## src/rtl/gf_pkg.sv

```systemverilog
// Shared definitions for the GF(2^M) multiplier family: the default AES
// reduction polynomial, the controller state encoding and the xtime helper.
package gf_pkg;

    // Widest field the shared helpers can handle; operands are zero-extended to it.
    localparam int GF_MAX_W = 64;

    // Low byte of x^8 + x^4 + x^3 + x + 1.
    localparam logic [7:0] GF8_AES_POLY = 8'h1B;

    typedef enum logic [1:0] {
        IDLE = 2'b00,
        BUSY = 2'b01,
        DONE = 2'b10
    } gf_mult_state_t;

    // Multiply by x modulo the field polynomial for an m-bit field.
    // The reduction term is AND-gated by the MSB rather than muxed, so the
    // logic structure does not depend on operand values.
    function automatic logic [GF_MAX_W-1:0] gf_xtime(
        input logic [GF_MAX_W-1:0] x,
        input logic [GF_MAX_W-1:0] poly,
        input int                  m
    );
        logic [GF_MAX_W-1:0] mask_v;
        logic [GF_MAX_W-1:0] msb_v;
        mask_v = {GF_MAX_W{1'b1}} >> (GF_MAX_W - m);
        msb_v  = {GF_MAX_W{x[m-1]}};
        return ((x << 1) & mask_v) ^ (poly & msb_v & mask_v);
    endfunction

endpackage

```

## src/rtl/gf_digit_step.sv

```systemverilog
// One digit-serial step of a GF(2^M) shift-and-add multiplier: consumes
// DIGIT multiplier bits, MSB first, folding each into the accumulator via
// acc = xtime(acc) ^ (bit ? a : 0). Purely combinational.
module gf_digit_step
    import gf_pkg::*;
#(
    parameter int              M     = 8,
    parameter logic [M-1:0]    POLY  = GF8_AES_POLY,
    parameter int              DIGIT = 1
) (
    input  logic [M-1:0]     acc,
    input  logic [M-1:0]     a,
    input  logic [DIGIT-1:0] b_digit,
    output logic [M-1:0]     acc_next
);

    logic [GF_MAX_W-1:0] step_s;
    logic [GF_MAX_W-1:0] a_w_s;
    logic [GF_MAX_W-1:0] poly_w_s;

    // Unrolled Horner evaluation over the DIGIT bits of this slice.
    always_comb begin
        a_w_s             = {GF_MAX_W{1'b0}};
        a_w_s[M-1:0]      = a;
        poly_w_s          = {GF_MAX_W{1'b0}};
        poly_w_s[M-1:0]   = POLY;
        step_s            = {GF_MAX_W{1'b0}};
        step_s[M-1:0]     = acc;
        for (int i = DIGIT - 1; i >= 0; i--) begin
            step_s = gf_xtime(step_s, poly_w_s, M) ^ (a_w_s & {GF_MAX_W{b_digit[i]}});
        end
        acc_next = step_s[M-1:0];
    end

endmodule

```

## src/rtl/gf_mult_ds.sv

```systemverilog
// Digit-serial GF(2^M) multiplier with valid/ready handshakes on both sides.
// p_out = f_in * p_in mod P(x); fixed latency of M/DIGIT cycles regardless
// of operand values.
// Optional build macro GF_MULT_DS_PERF_EN adds op_count and busy_cycles
// performance counters as extra output ports.
module gf_mult_ds
    import gf_pkg::*;
#(
    parameter int           M     = 8,
    parameter logic [M-1:0] POLY  = GF8_AES_POLY,
    parameter int           DIGIT = 1
) (
    input  logic         clk,
    input  logic         rst_n,
    input  logic         in_valid,
    output logic         in_ready,
    input  logic [M-1:0] f_in,
    input  logic [M-1:0] p_in,
    output logic         out_valid,
    input  logic         out_ready,
    output logic [M-1:0] p_out
`ifdef GF_MULT_DS_PERF_EN
    ,
    output logic [31:0]  op_count,
    output logic [31:0]  busy_cycles
`endif
);

    localparam int N     = (DIGIT > 0) ? (M / DIGIT) : 1;
    localparam int CNT_W = (N > 1) ? $clog2(N) : 1;
    localparam logic [CNT_W-1:0] CNT_LAST = CNT_W'(N - 1);

    // Reject illegal digit sizes and oversize fields at elaboration.
    if (DIGIT < 1 || DIGIT > M || (M % DIGIT) != 0) begin : g_bad_digit
        $error("gf_mult_ds: DIGIT must be in 1..M and divide M");
    end
    if (M < 1 || M > GF_MAX_W) begin : g_bad_width
        $error("gf_mult_ds: M out of supported range");
    end

    gf_mult_state_t state_r;
    gf_mult_state_t state_n;

    logic             in_ready_r;
    logic             out_valid_r;
    logic [M-1:0]     p_out_r;
    logic [M-1:0]     a_r;
    logic [M-1:0]     b_r;
    logic [M-1:0]     acc_r;
    logic [CNT_W-1:0] cnt_r;
    logic [M-1:0]     acc_next_s;
    logic             accept_s;
    logic             last_s;
    logic             release_s;

    gf_digit_step #(
        .M     (M),
        .POLY  (POLY),
        .DIGIT (DIGIT)
    ) u_step (
        .acc      (acc_r),
        .a        (a_r),
        .b_digit  (b_r[M-1 -: DIGIT]),
        .acc_next (acc_next_s)
    );

    // Next-state and control strobes for the IDLE/BUSY/DONE controller.
    always_comb begin
        state_n   = state_r;
        accept_s  = 1'b0;
        last_s    = 1'b0;
        release_s = 1'b0;
        case (state_r)
            IDLE: begin
                if (in_valid) begin
                    accept_s = 1'b1;
                    state_n  = BUSY;
                end else begin
                    state_n  = IDLE;
                end
            end
            BUSY: begin
                if (cnt_r == CNT_LAST) begin
                    last_s  = 1'b1;
                    state_n = DONE;
                end else begin
                    state_n = BUSY;
                end
            end
            DONE: begin
                if (out_ready) begin
                    release_s = 1'b1;
                    state_n   = IDLE;
                end else begin
                    state_n   = DONE;
                end
            end
            default: begin
                state_n = IDLE;
            end
        endcase
    end

    // State register; in_ready is registered alongside so it tracks IDLE exactly.
    always_ff @(posedge clk or negedge rst_n) begin
        if (!rst_n) begin
            state_r    <= IDLE;
            in_ready_r <= 1'b1;
        end else begin
            state_r    <= state_n;
            in_ready_r <= (state_n == IDLE);
        end
    end

    // Operand capture and one digit of accumulation per BUSY cycle.
    always_ff @(posedge clk or negedge rst_n) begin
        if (!rst_n) begin
            a_r     <= {M{1'b0}};
            b_r     <= {M{1'b0}};
            acc_r   <= {M{1'b0}};
            cnt_r   <= {CNT_W{1'b0}};
            p_out_r <= {M{1'b0}};
        end else if (accept_s) begin
            a_r   <= f_in;
            b_r   <= p_in;
            acc_r <= {M{1'b0}};
            cnt_r <= {CNT_W{1'b0}};
        end else if (state_r == BUSY) begin
            acc_r <= acc_next_s;
            b_r   <= b_r << DIGIT;
            cnt_r <= cnt_r + CNT_W'(1);
            if (last_s) begin
                p_out_r <= acc_next_s;
            end
        end
    end

    // Result-valid flag: raised with the final digit, dropped on handshake.
    always_ff @(posedge clk or negedge rst_n) begin
        if (!rst_n) begin
            out_valid_r <= 1'b0;
        end else if (last_s) begin
            out_valid_r <= 1'b1;
        end else if (release_s) begin
            out_valid_r <= 1'b0;
        end
    end

    assign in_ready  = in_ready_r;
    assign out_valid = out_valid_r;
    assign p_out     = p_out_r;

`ifdef GF_MULT_DS_PERF_EN
    logic [31:0] op_count_r;
    logic [31:0] busy_cycles_r;

    // Completed-handshake and BUSY-cycle counters, wrapping modulo 2^32.
    always_ff @(posedge clk or negedge rst_n) begin
        if (!rst_n) begin
            op_count_r    <= 32'd0;
            busy_cycles_r <= 32'd0;
        end else begin
            if (out_valid_r && out_ready) begin
                op_count_r <= op_count_r + 32'd1;
            end
            if (state_r == BUSY) begin
                busy_cycles_r <= busy_cycles_r + 32'd1;
            end
        end
    end

    assign op_count    = op_count_r;
    assign busy_cycles = busy_cycles_r;
`endif

endmodule

```

## config.mk

```make
export PLATFORM = sky130hd
export DESIGN_NAME = gf_mult_ds
export DESIGN_NICKNAME = d
export VERILOG_FILES = /design/src/rtl/gf_pkg.sv /design/src/rtl/gf_digit_step.sv /design/src/rtl/gf_mult_ds.sv
export SDC_FILE = /design/constraint.sdc
export NUM_CORES = 1
export LEC_CHECK = 0
export BUFFER_PORTS_ARGS = -buffer_cell sky130_fd_sc_hd__buf_2
export CORE_MARGIN = 10
export CORE_UTILIZATION = 50
export DETAILED_ROUTE_END_ITERATION = 12
export GPL_ROUTABILITY_DRIVEN = 1
export HOLD_SLACK_MARGIN = 0.03
export PLACE_DENSITY = 0.72
export SYNTH_ARGS = -nofsm -noshare
export SYNTH_HDL_FRONTEND = slang
export SYNTH_SLANG_ARGS = --single-unit
```

## constraint.sdc

```tcl
create_clock -name clk -period 1.9 [get_ports clk]
set_input_delay 0.38 -clock clk [delete_from_list [all_inputs] [get_ports clk]]
set_output_delay 0.38 -clock clk [all_outputs]
set_load 0.02 [all_outputs]
```

==> reports/metrics.yaml, run 1 <==
status:
  status: "finished clean"
synthesis:
  synth_area_sq_mm: 0.001710
  yosys.area_share.simple_pct: 12.66
  ys_ff_latch: 39
  netlist-cell-type-count: 25
  synth_seq_area_share_pct: 57.13
  synth_mux_area_share_pct: 5.267
  synth_compound_area_share_pct: 14.70
  avgSynthCellArea_sq_um: 10.96
  synthXorXnorAreaFrac_pct: 5.633
  synth_fp_nets: 178
  synthCells: 156
  synthAdderAreaFrac_pct: 1.463
  yosysWarnings: 0
  synth_top_family_by_area: "compound AO/OA/AOI/OAI gates"
clock_network:
  cts_sinks: 39
  cts_max_level: 2
  cts_root_buf: "clkbuf_4"
  path_clk_slew_ns: 0.11
  insertion_delay_ns: 0.35
  cts_made_buffers: 5
  cts_tree: "yes"
  cts.path.max_buffers: 2
  postCtsSetupRepairBufs: 0
  hold_buffers: 1
  cts_resized: 0
layout:
  final_common_cell: "dfrtp_1"
  num_antenna_cells: 0
  mostFrequentLayoutCells: "dfrtp_1 (38), nand2_1 (32), buf_2 (29)"
  post-route-util_pct: 60.13
  drive_above_1_share_pct: 26.06
  fin_area_sq_mm: 0.001991
  nets: 209
  layout-area-overhead-vs-synth_pct: 16.39
  layoutNonFillerInstCount: 234
global_routing:
  grt_max_degree: 22
  grt_usage_pct: 12.32
  grt_pass1_wl_um: 6147
  overflow: 0
  grt_pass1_vias: 1318
  antenna_found_initial: 0
worst_setup_path:
  cp_top_family: "flip-flops"
  ff2ff_path_depth: 4
  cp_num_cells: 4
  crit_path_cell_trace: "ha_1 -> ha_1 -> nand3b_1 -> o21ai_0"
  cp_slowest_cell: "dfrtp_1"
  crit_buf_inv: 0
  path_max_fanout: 17
  endpoint_kind: "flip-flop"
  cp.required_ns: 2.11
  arrival_ns: 1.80
  critPathKind: "flip-flop to flip-flop"
  cp-start-kind: "flip-flop"
  path_common_cell: "ha_1"
  slowest_delay_ns: 0.42
die:
  die-area_sq_mm: 0.006160
  io_pins: 30
  core-area_sq_mm: 0.003311
  die_w_um: 78.49
  die_y_um: 78.49
  start_util_pct: 51.66
  std_cell_rows: 21
routing:
  routed_wl_um: 3543
  viasPerCell: 5.338
  drc: 0
  routedWlPerCell_um: 15.14
  vias: 1249
  first_pass_iters: 4
  drt_iter0_drc: 126
  ant_nets: 0
power:
  leakagePower_uw: 0.0009178
  irDropWorstVdd_mv: 0.6809
  powerDensity_mw_per_mm2: 1663
placed_design:
  place_congestion: 0.8508
  dp_cells: 225
  io_buffers: 29
  dpl.hpwl_um: 2676
  dpl_cell_area_sq_mm: 0.001894
worst_hold_path:
  holdPathStages: 2
  hold_path.class: "input port to flip-flop"
flow_run:
  cap_violations: 0
timing:
  min_period_ns: 1.586
  setup_tns_ns: 0
  rsz0062_at_grt: "false"
  slew-limit-headroom_pct: 60.53
  drv_slew: 0
  fin_crit_sh_pct: 83.45
  clock_skew_ns: 0.007828
  max_clock_freq_ghz: 0.6307
  setup_violations: 0
  tightest_slew_ns: 0.5908
  hold_viol_final: 0
  fin_hold_ws_ns: 0.2606
power breakdown:
part | switching (uW) | total, uW | internal (uW)
clock | 266 | 577 | 311
sequential | 306 | 1510 | 1210
combinational | 666 | 1220 | 552
total | 1240 | 3310 | 2070
final timing paths:
kind,startpoint,end,slack [ns]
worst max-delay path,cnt_r[0]$_DFFE_PN0P_,p_out[5]$_DFFE_PN0P_,0.31
worst min-delay path,f_in[4],a_r[4]$_DFFE_PN0N_,0.26
worst max register to register,cnt_r[0]$_DFFE_PN0P_,p_out[5]$_DFFE_PN0P_,0.31
worst min register to register,p_out[0]$_DFFE_PN0P_,p_out[0]$_DFFE_PN0P_,0.49
max in group asynchronous,rst_n,in_ready$_DFF_PN1_,0.86
min in group asynchronous,rst_n,b_r[3]$_DFFE_PN0P_,0.50
state kept, by name, indices dropped and copies added (netlist names):
register	count
a_r	8
acc_r	8
b_r	8
p_out	8
cnt_r	3
state_r	2
in_ready	1
out_valid	1
final cells by class:
class | count | area (sq um)
multi-input cells | 107 | 679.4
clock buffers | 6 | 51.30
repair buffers | 32 | 182.7
fillers | 277 | 1320
inverters | 2 | 7.507
clock inverters | 2 | 35.03
flip-flops and latches | 39 | 977.2
well taps | 46 | 57.56
synthesized netlist by cell type:
cell / count / area share [%]
o21bai_1: 1 / 0.44
nand2_1: 32 / 7.0
o22ai_1: 1 / 0.37
o2bb2ai_1: 1 / 0.51
buf_6: 1 / 0.66
nand3b_1: 1 / 0.44
nor2b_1: 2 / 0.73
buf_4: 1 / 0.44
a21oi_1: 4 / 1.2
mux2_2: 8 / 5.3
ha_1: 2 / 1.5
a22o_1: 3 / 1.5
buf_2: 4 / 1.2
xor2_1: 5 / 2.6
nand2b_1: 8 / 2.9
nor3b_4: 1 / 1.1
inv_1: 2 / 0.44
clkbuf_1: 2 / 0.44
dfstp_2: 1 / 1.5
xnor2_1: 6 / 3.1
a221o_1: 6 / 3.5
o21ai_0: 23 / 6.7
dfrtp_1: 38 / 56
o21a_1: 1 / 0.44
nor2_1: 2 / 0.44
stage by stage:
step,total power (uW),worst slack [ns]
after floorplan,2382,0.5570
after global placement,2648,0.4025
after detailed placement,2745,0.3209
after CTS,3326,0.3037
after global routing,3566,0.1453
final,3310,0.3145
routing by layer:
layer,track usage (%),wire length (um),vias up
li1,-,-,595
met1,14.95,1556,618
met2,19.33,1710,28
met3,4.100,209,8
met4,5.735,67,0
met5,0,0,-
kinds of logic after synthesis:
logic type,count (synthesis)
mux,8
flops,39
simple gates,46
xor+xnor,11
fa+ha+maj,2
buf+inv,10
compound gates,40
No activity file was read; power rests on OpenSTA's default activity.
==> run 2: changes to the inputs <==
Clock period 1.9 ns to 1.6 ns, I/O delays scaled along.
==> run 2 against run 1 <==
Compared with the run above: sequential power increased by 17%; die area unchanged; largest power group unchanged; critical path type unchanged; core utilization increased by 0.91 points; setup slack got worse by 0.070 ns; fmax increased by 17%; register-to-register slack got worse by 0.07 ns; global-route usage about the same; clock skew increased by 0.0058 ns; worst hold slack got worse by 0.068 ns.
==> reports/metrics.yaml, run 2 (same netlist as run 1, synthesis figures left out) <==
status:
  status: "finished clean"  # unchanged
layout:
  layout-area-overhead-vs-synth_pct: 18.14  # was 16.39%
  num-fill-cells: 291  # was 277
  drive_above_1_share_pct: 27.60  # was 26.06%
  mostFrequentLayoutCells: "dfrtp_1 (38), nand2_1 (32), buf_2 (29)"  # unchanged
  num_antenna_cells: 0  # unchanged
  final_common_cell: "dfrtp_1"  # unchanged
  fin_area_sq_mm: 0.002021  # was 0.001991 sq mm
  nets: 213  # was 209
timing:
  setup_tns_ns: 0  # unchanged
  rsz0062_at_grt: "false"  # unchanged
  max_clock_freq_ghz: 0.7379  # was 0.6307 GHz
  min_period_ns: 1.355  # was 1.586 ns
  fin_crit_sh_pct: 84.71  # was 83.45%
  setup_violations: 0  # unchanged
  clock_skew_ns: 0.01366  # was 0.007828 ns
  drv_slew: 0  # unchanged
  tightest_slew_ns: 0.4429  # was 0.5908 ns
  slew-limit-headroom_pct: 70.44  # was 60.53%
  hold_viol_final: 0  # unchanged
placed_design:
  dpl.hpwl_um: 2749  # was 2676 um
  io_buffers: 29  # unchanged
  dpl_cell_area_sq_mm: 0.001924  # was 0.001894 sq mm
  place_congestion: 0.7652  # was 0.8508
worst_hold_path:
  hold_path.class: "input port to flip-flop"  # unchanged
  hp-start: "out_ready"  # was f_in[4]
die:
  start_util_pct: 51.66  # unchanged
  std_cell_rows: 21  # unchanged
  die_w_um: 78.49  # unchanged
  io_pins: 30  # unchanged
  core-area_sq_mm: 0.003311  # unchanged
  die_y_um: 78.49  # unchanged
  die-area_sq_mm: 0.006160  # unchanged
global_routing:
  grt_pass1_vias: 1300  # was 1318
  grt_max_degree: 24  # was 22
  overflow: 0  # unchanged
  grt_pass1_wl_um: 6127  # was 6147 um
  antenna_found_initial: 0  # unchanged
  grt_usage_pct: 12.29  # was 12.32%
worst_setup_path:
  endpoint_kind: "flip-flop"  # unchanged
  critPathKind: "flip-flop to flip-flop"  # unchanged
  arrival_ns: 1.58  # was 1.80 ns
  critPathLaunch: "state_r[1]$_DFF_PN0_"  # was cnt_r[0]$_DFFE_PN0P_
  cp-start-kind: "flip-flop"  # unchanged
  timing.rr.start: "state_r[1]$_DFF_PN0_"  # was cnt_r[0]$_DFFE_PN0P_
  cp.required_ns: 1.83  # was 2.11 ns
  path_max_fanout: 9  # was 17
routing:
  first_pass_iters: 4  # unchanged
  drc: 0  # unchanged
  viasPerCell: 5.277  # was 5.338
  ant_nets: 0  # unchanged
  vias: 1256  # was 1249
  routed_wl_um: 3615  # was 3543 um
  drt_iter0_drc: 89  # was 126
  routedWlPerCell_um: 15.19  # was 15.14 um
clock_network:
  path_clk_slew_ns: 0.11  # about the same
  cts_resized: 0  # unchanged
  cts_tree: "yes"  # unchanged
  cts_max_level: 2  # unchanged
  postCtsSetupRepairBufs: 0  # unchanged
  cts.path.max_buffers: 2  # unchanged
  cts_root_buf: "clkbuf_4"  # unchanged
  hold_buffers: 1  # unchanged
  cts_sinks: 39  # unchanged
  insertion_delay_ns: 0.34  # was 0.35 ns
  cts_made_buffers: 5  # unchanged
power:
  powerDensity_mw_per_mm2: 1966  # was 1663 mW/mm^2
  leakagePower_uw: 0.0009363  # was 0.0009178 uW
  irDropWorstVdd_mv: 0.7574  # was 0.6809 mV
flow_run:
  cap_violations: 0  # unchanged
-- run 2: stage by stage --
stage,util [%],cells,setup slack (ns),total power [uW],hold slack (ns)
final,61.04,238,0.2447,3974,0.1924
after floorplan,-,156,0.2570,2828,0.02441
after detailed placement,58.13,229,0.2180,3307,0.2670
after CTS,61.04,238,0.2302,4007,0.1786
after global routing,61.04,238,0.1035,4280,0.1670
after global placement,58.13,229,0.2536,3183,0.2642
-- run 2: worst paths after layout --
path                                   endpoint  slack, ns  cells after the start
min reg2reg                p_out[5]$_DFFE_PN0P_       0.50                      2
max reg2reg                  a_r[0]$_DFFE_PN0N_       0.24                      2
min in group asynchronous    b_r[4]$_DFFE_PN0P_       0.44                      2
max in group asynchronous    in_ready$_DFF_PN1_       0.64                      3
max                          a_r[0]$_DFFE_PN0N_       0.24                      2
min                        state_r[1]$_DFF_PN0_       0.19                      2
-- run 2: critical path, stage by stage, from the launching register on --
cell,delay (ns)
dfrtp_1,0.44
nor3b_4,0.42
mux2_2,0.39
-- run 2: routing by layer --
metal	up-vias	GRT usage, %	wire length (um)
li1	603	-	-
met1	604	14.47	1506
met2	49	20.39	1823
met3	0	5.467	285
met4	0	2.330	0
met5	-	0	0
-- run 2: report_power, final --
part	internal [uW]	switching, uW
registers	1440	320
logic	696	837
clock network	369	315
total	2500	1470
-- run 2: area by class of cell --
type                            instances  area, sq um  share of cell area [%]
Clock buffer                            6        51.30                   2.539
Clock inverter                          2        35.03                   1.734
Inverter                                2        7.507                  0.3715
Multi-Input combinational cell        107        679.4                   33.62
Sequential cell                        39        977.2                   48.36
Tap cell                               46        57.56                   2.848
Timing Repair Buffer                   36        212.7                   10.53
==> run 3: changes to the inputs <==
Settings changed: ABC_AREA set to 1, CORE_UTILIZATION 50 to 49, PLACE_DENSITY 0.72 to 0.73.
Clock period 1.6 ns to 1.1 ns, I/O delays scaled along.
==> run 3 against run 2 <==
Compared with the run above: the flow now finishes with violations (negative setup slack); combinational power up 120%; final cell count up 32%; first-iteration DRC count down 7.9%; synthesized cell count increased by 34%; count of clock-buffer cells in the layout rose by 2; critical path depth fell by 1; die area is 4.0% higher; clock power rose by 23%; worst hold slack got worse by 0.13 ns; core utilization grew 11 points.
==> reports/metrics.yaml, run 3 <==
placed_design:
  place_congestion: 0.7723  # was 0.7652
  io_buffers: 29  # unchanged
  dp_cells: 284  # was 229
  dp_slack_ns: -0.08966  # was 0.2180 ns
  dpl.hpwl_um: 2557  # was 2749 um
layout:
  drive_above_1_share_pct: 36.94  # was 27.60%
  layoutNonFillerInstCount: 314  # was 238
  final_common_cell: "nand2_1"  # was dfrtp_1
  num_antenna_cells: 0  # unchanged
  layout-area-overhead-vs-synth_pct: 39.94  # was 18.14%
  mostFrequentLayoutCells: "nand2_1 (99), dfrtp_1 (36), buf_2 (19)"  # was dfrtp_1 (38), nand2_1 (32), buf_2 (29)
  nets: 289  # was 213
routing:
  met1_length_um: 1804  # was 1506 um
  routedWlPerCell_um: 13.00  # was 15.19 um
  wl_met2_um: 2025  # was 1823 um
  drt_iter0_drc: 82  # was 89
  ant_nets: 0  # unchanged
  first_pass_iters: 4  # unchanged
  routed_wl_um: 4083  # was 3615 um
  drc: 0  # unchanged
  vias: 1487  # was 1256
  top_layer: "met4"  # was met3
  viasPerCell: 4.736  # was 5.277
  wl_met3_um: 225  # was 285 um
worst_setup_path:
  cp-start-kind: "flip-flop"  # unchanged
  critPathLaunch: "in_ready$_DFF_PN1_"  # was state_r[1]$_DFF_PN0_
  critPathKind: "flip-flop to output port"  # was flip-flop to flip-flop
  crit_path_cell_trace: "buf_6"  # was nor3b_4 -> mux2_2
  cp_slowest_cell: "dfstp_2"  # was dfrtp_1
  slowest_delay_ns: 0.54  # was 0.44 ns
  cp_top_family: "flip-flops"  # unchanged
  endpoint_kind: "output port"  # was flip-flop
  cp.required_ns: 0.88  # was 1.83 ns
  cp-endpoint: "in_ready"  # was a_r[0]$_DFFE_PN0N_
  timing.rr.start: "state_r[1]$_DFF_PN0_"  # unchanged
  path_max_fanout: 1  # was 9
  r2r_setup_slack_ns: -0.10  # was 0.24 ns
  rr_endpoint: "b_r[0]$_DFFE_PN0P_"  # was a_r[0]$_DFFE_PN0N_
  ff2ff_path_depth: 7  # was 2
  arrival_ns: 1.01  # was 1.58 ns
  crit_buf_inv: 1  # was 0
  cp_num_cells: 1  # was 2
power:
  total_power_uw: 6702  # was 3974 uW
  internal_power_uw: 4007  # was 2501 uW
  clkPwrFrac_pct: 12.6  # was 17.2%
  pwr-share-comb_pct: 49.2  # was 38.6%
  seq_power_share_pct: 38.2  # was 44.2%
  leakagePower_uw: 0.001328  # was 0.0009363 uW
  switching_share_pct: 40.22  # was 37.07%
  p_sw_uw: 2696  # was 1473 uW
  powerDensity_mw_per_mm2: 2711  # was 1966 mW/mm^2
  irDropWorstVdd_mv: 1.167  # was 0.7574 mV
flow_run:
  cap_violations: 0  # unchanged
global_routing:
  overflow: 0  # unchanged
  grt_usage_pct: 12.75  # was 12.29%
  grt_pass1_wl_um: 6486  # was 6127 um
  grt_max_degree: 21  # was 24
  antenna_found_initial: 0  # unchanged
  grt_pass1_vias: 1495  # was 1300
die:
  io_pins: 30  # unchanged
  die_w_um: 80.05  # was 78.49 um
  die_y_um: 80.05  # was 78.49 um
  std_cell_rows: 21  # unchanged
  start_util_pct: 51.72  # was 51.66%
  die-area_sq_mm: 0.006407  # was 0.006160 sq mm
  core-area_sq_mm: 0.003416  # was 0.003311 sq mm
clock_network:
  cts.path.max_buffers: 2  # unchanged
  cts_made_buffers: 5  # unchanged
  cts_max_level: 2  # unchanged
  path_clk_slew_ns: 0.11  # about the same
  cts_root_buf: "clkbuf_4"  # unchanged
  cts_sinks: 39  # unchanged
  cts_tree: "yes"  # unchanged
  insertion_delay_ns: 0.35  # was 0.34 ns
synthesis:
  avgSynthCellArea_sq_um: 8.453  # was 10.96 sq um
  synth-edff-count: 0  # unchanged
  synthCells: 209  # was 156
  synth.area.top_cells: "dfrtp_1 (54%), nand2_1 (24%), nand3_1 (4.5%)"  # was dfrtp_1 (56%), nand2_1 (7.0%), o21ai_0 (6.7%)
  ys_ff_latch: 39  # unchanged
  synth_fp_nets: 231  # was 178
  synth_area_sq_mm: 0.001767  # was 0.001710 sq mm
  ys_async_sr_fraction_pct: 100.0  # unchanged
  yosys.area.top_type: "dfrtp_1"  # unchanged
  netlist-cell-type-count: 22  # was 25
  synth_top_area_share_pct: 53.82  # was 55.60%
  yosysWarnings: 0  # unchanged
  synth_seq_area_share_pct: 55.31  # was 57.13%
  yosysMostFrequentCell: "nand2_1"  # was dfrtp_1
  yosys-top-cells-count: "nand2_1 (115), dfrtp_1 (38), nand3_1 (16)"  # was dfrtp_1 (38), nand2_1 (32), o21ai_0 (23)
  ys.flop_type: "dfrtp_1"  # unchanged
timing:
  slew-limit-headroom_pct: 79.16  # was 70.44%
  hold_viol_final: 0  # unchanged
  min_period_ns: 1.225
  fin_ws_ns: -0.1254  # was 0.2447 ns
  setup_violations: 48  # was 0
  max_clock_freq_ghz: 0.8161
  tightest_slew_ns: 0.3103  # was 0.4429 ns
  drv_slew: 0  # unchanged
  setup_tns_ns: -2.406  # was 0 ns
  fin_hold_ws_ns: 0.06138  # was 0.1924 ns
  clock_skew_ns: 0.009359  # was 0.01366 ns
  rsz0062_at_grt: "true"  # was false
  fin_crit_sh_pct: 111.4
worst_hold_path:
  holdPathStages: 3  # was 2
  hold_path.class: "input port to flip-flop"  # unchanged
status:
  violations: "negative setup slack"
  status: "finished with violations"  # was finished clean
[run 3: cell count changes after synthesis, moves of 4 or more]
cell | before | now
a221o_1 | 6 | 0
inv_1 | 2 | 10
mux2_2 | 8 | 0
nand2_1 | 32 | 115
nand2b_1 | 8 | 0
nand3_1 | 0 | 16
o21ai_0 | 23 | 1
xor2_1 | 5 | 1
[run 3: area by class of cell]
class	instances	area, sq um
multi-input combinational	152	809.5
tap	46	57.56
clock buffer	8	68.82
inverter	15	91.34
timing repair inverter	2	15.01
sequential	39	979.7
fill	271	943.4
timing repair buffer	52	450.4
[run 3: cells by family (layout without fill, tap and decap cells)]
group / Yosys count / count (layout) / synth area share [%]
AO/OA/AOI/OAI: 5 / 5 / 1.983
XOR/XNOR: 5 / 5 / 2.479
adder cells (fa/ha/maj): 2 / 2 / 1.416
buffers and inverters: 19 / 77 / 5.807
flip-flops: 39 / 39 / 55.31
AND/OR/NAND/NOR: 139 / 140 / 33.00
[run 3: worst min path at each step]
stage,startpoint,end,slack (ns)
2_1_floorplan,rst_n,a_r[0]$_DFFE_PN0N_,-0.08
3_3_place_gp,rst_n,b_r[2]$_DFFE_PN0P_,0.12
3_5_place_dp,rst_n,b_r[2]$_DFFE_PN0P_,0.12
6_report,f_in[6],a_r[6]$_DFFE_PN0N_,0.06
4_1_cts,f_in[2],a_r[2]$_DFFE_PN0N_,0.05
5_1_grt,p_in[3],b_r[3]$_DFFE_PN0P_,0.06
[run 3: timing repair]
item                                    CTS  global route
endpoints found under the hold margin    29             0
cloned                                    1             3
endpoints found under the setup margin   27            49
pin swaps                                 2             7
gates resized for setup                  24            34
setup buffers                            10             7
hold buffers                              1             0
[run 3: routing by layer]
| layer | GRT usage (%) | vias up |
|---|---|---|
| met1 | 15.83 | 682 |
| met5 | 0 | - |
| li1 | - | 763 |
| met4 | 5.810 | 0 |
| met3 | 3.266 | 3 |
| met2 | 20.22 | 39 |
[run 3: metrics by stage]
step	util [%]	area, sq um
final	72.38	2472
after global routing	72.38	2472
after CTS	65.53	2238
after detailed placement	58.64	2003
after global placement	58.64	2003
after floorplan	-	1784
[run 3: power groups by stage]
stage | Combinational, uW | Sequential [uW] | Clock (uW)
floorplan | 1580 | 2620 | 0
global placement | 2260 | 2480 | 0
detailed placement | 2310 | 2500 | 0
CTS | 2800 | 2510 | 856
global route | 3680 | 2640 | 919
finish | 3300 | 2560 | 842
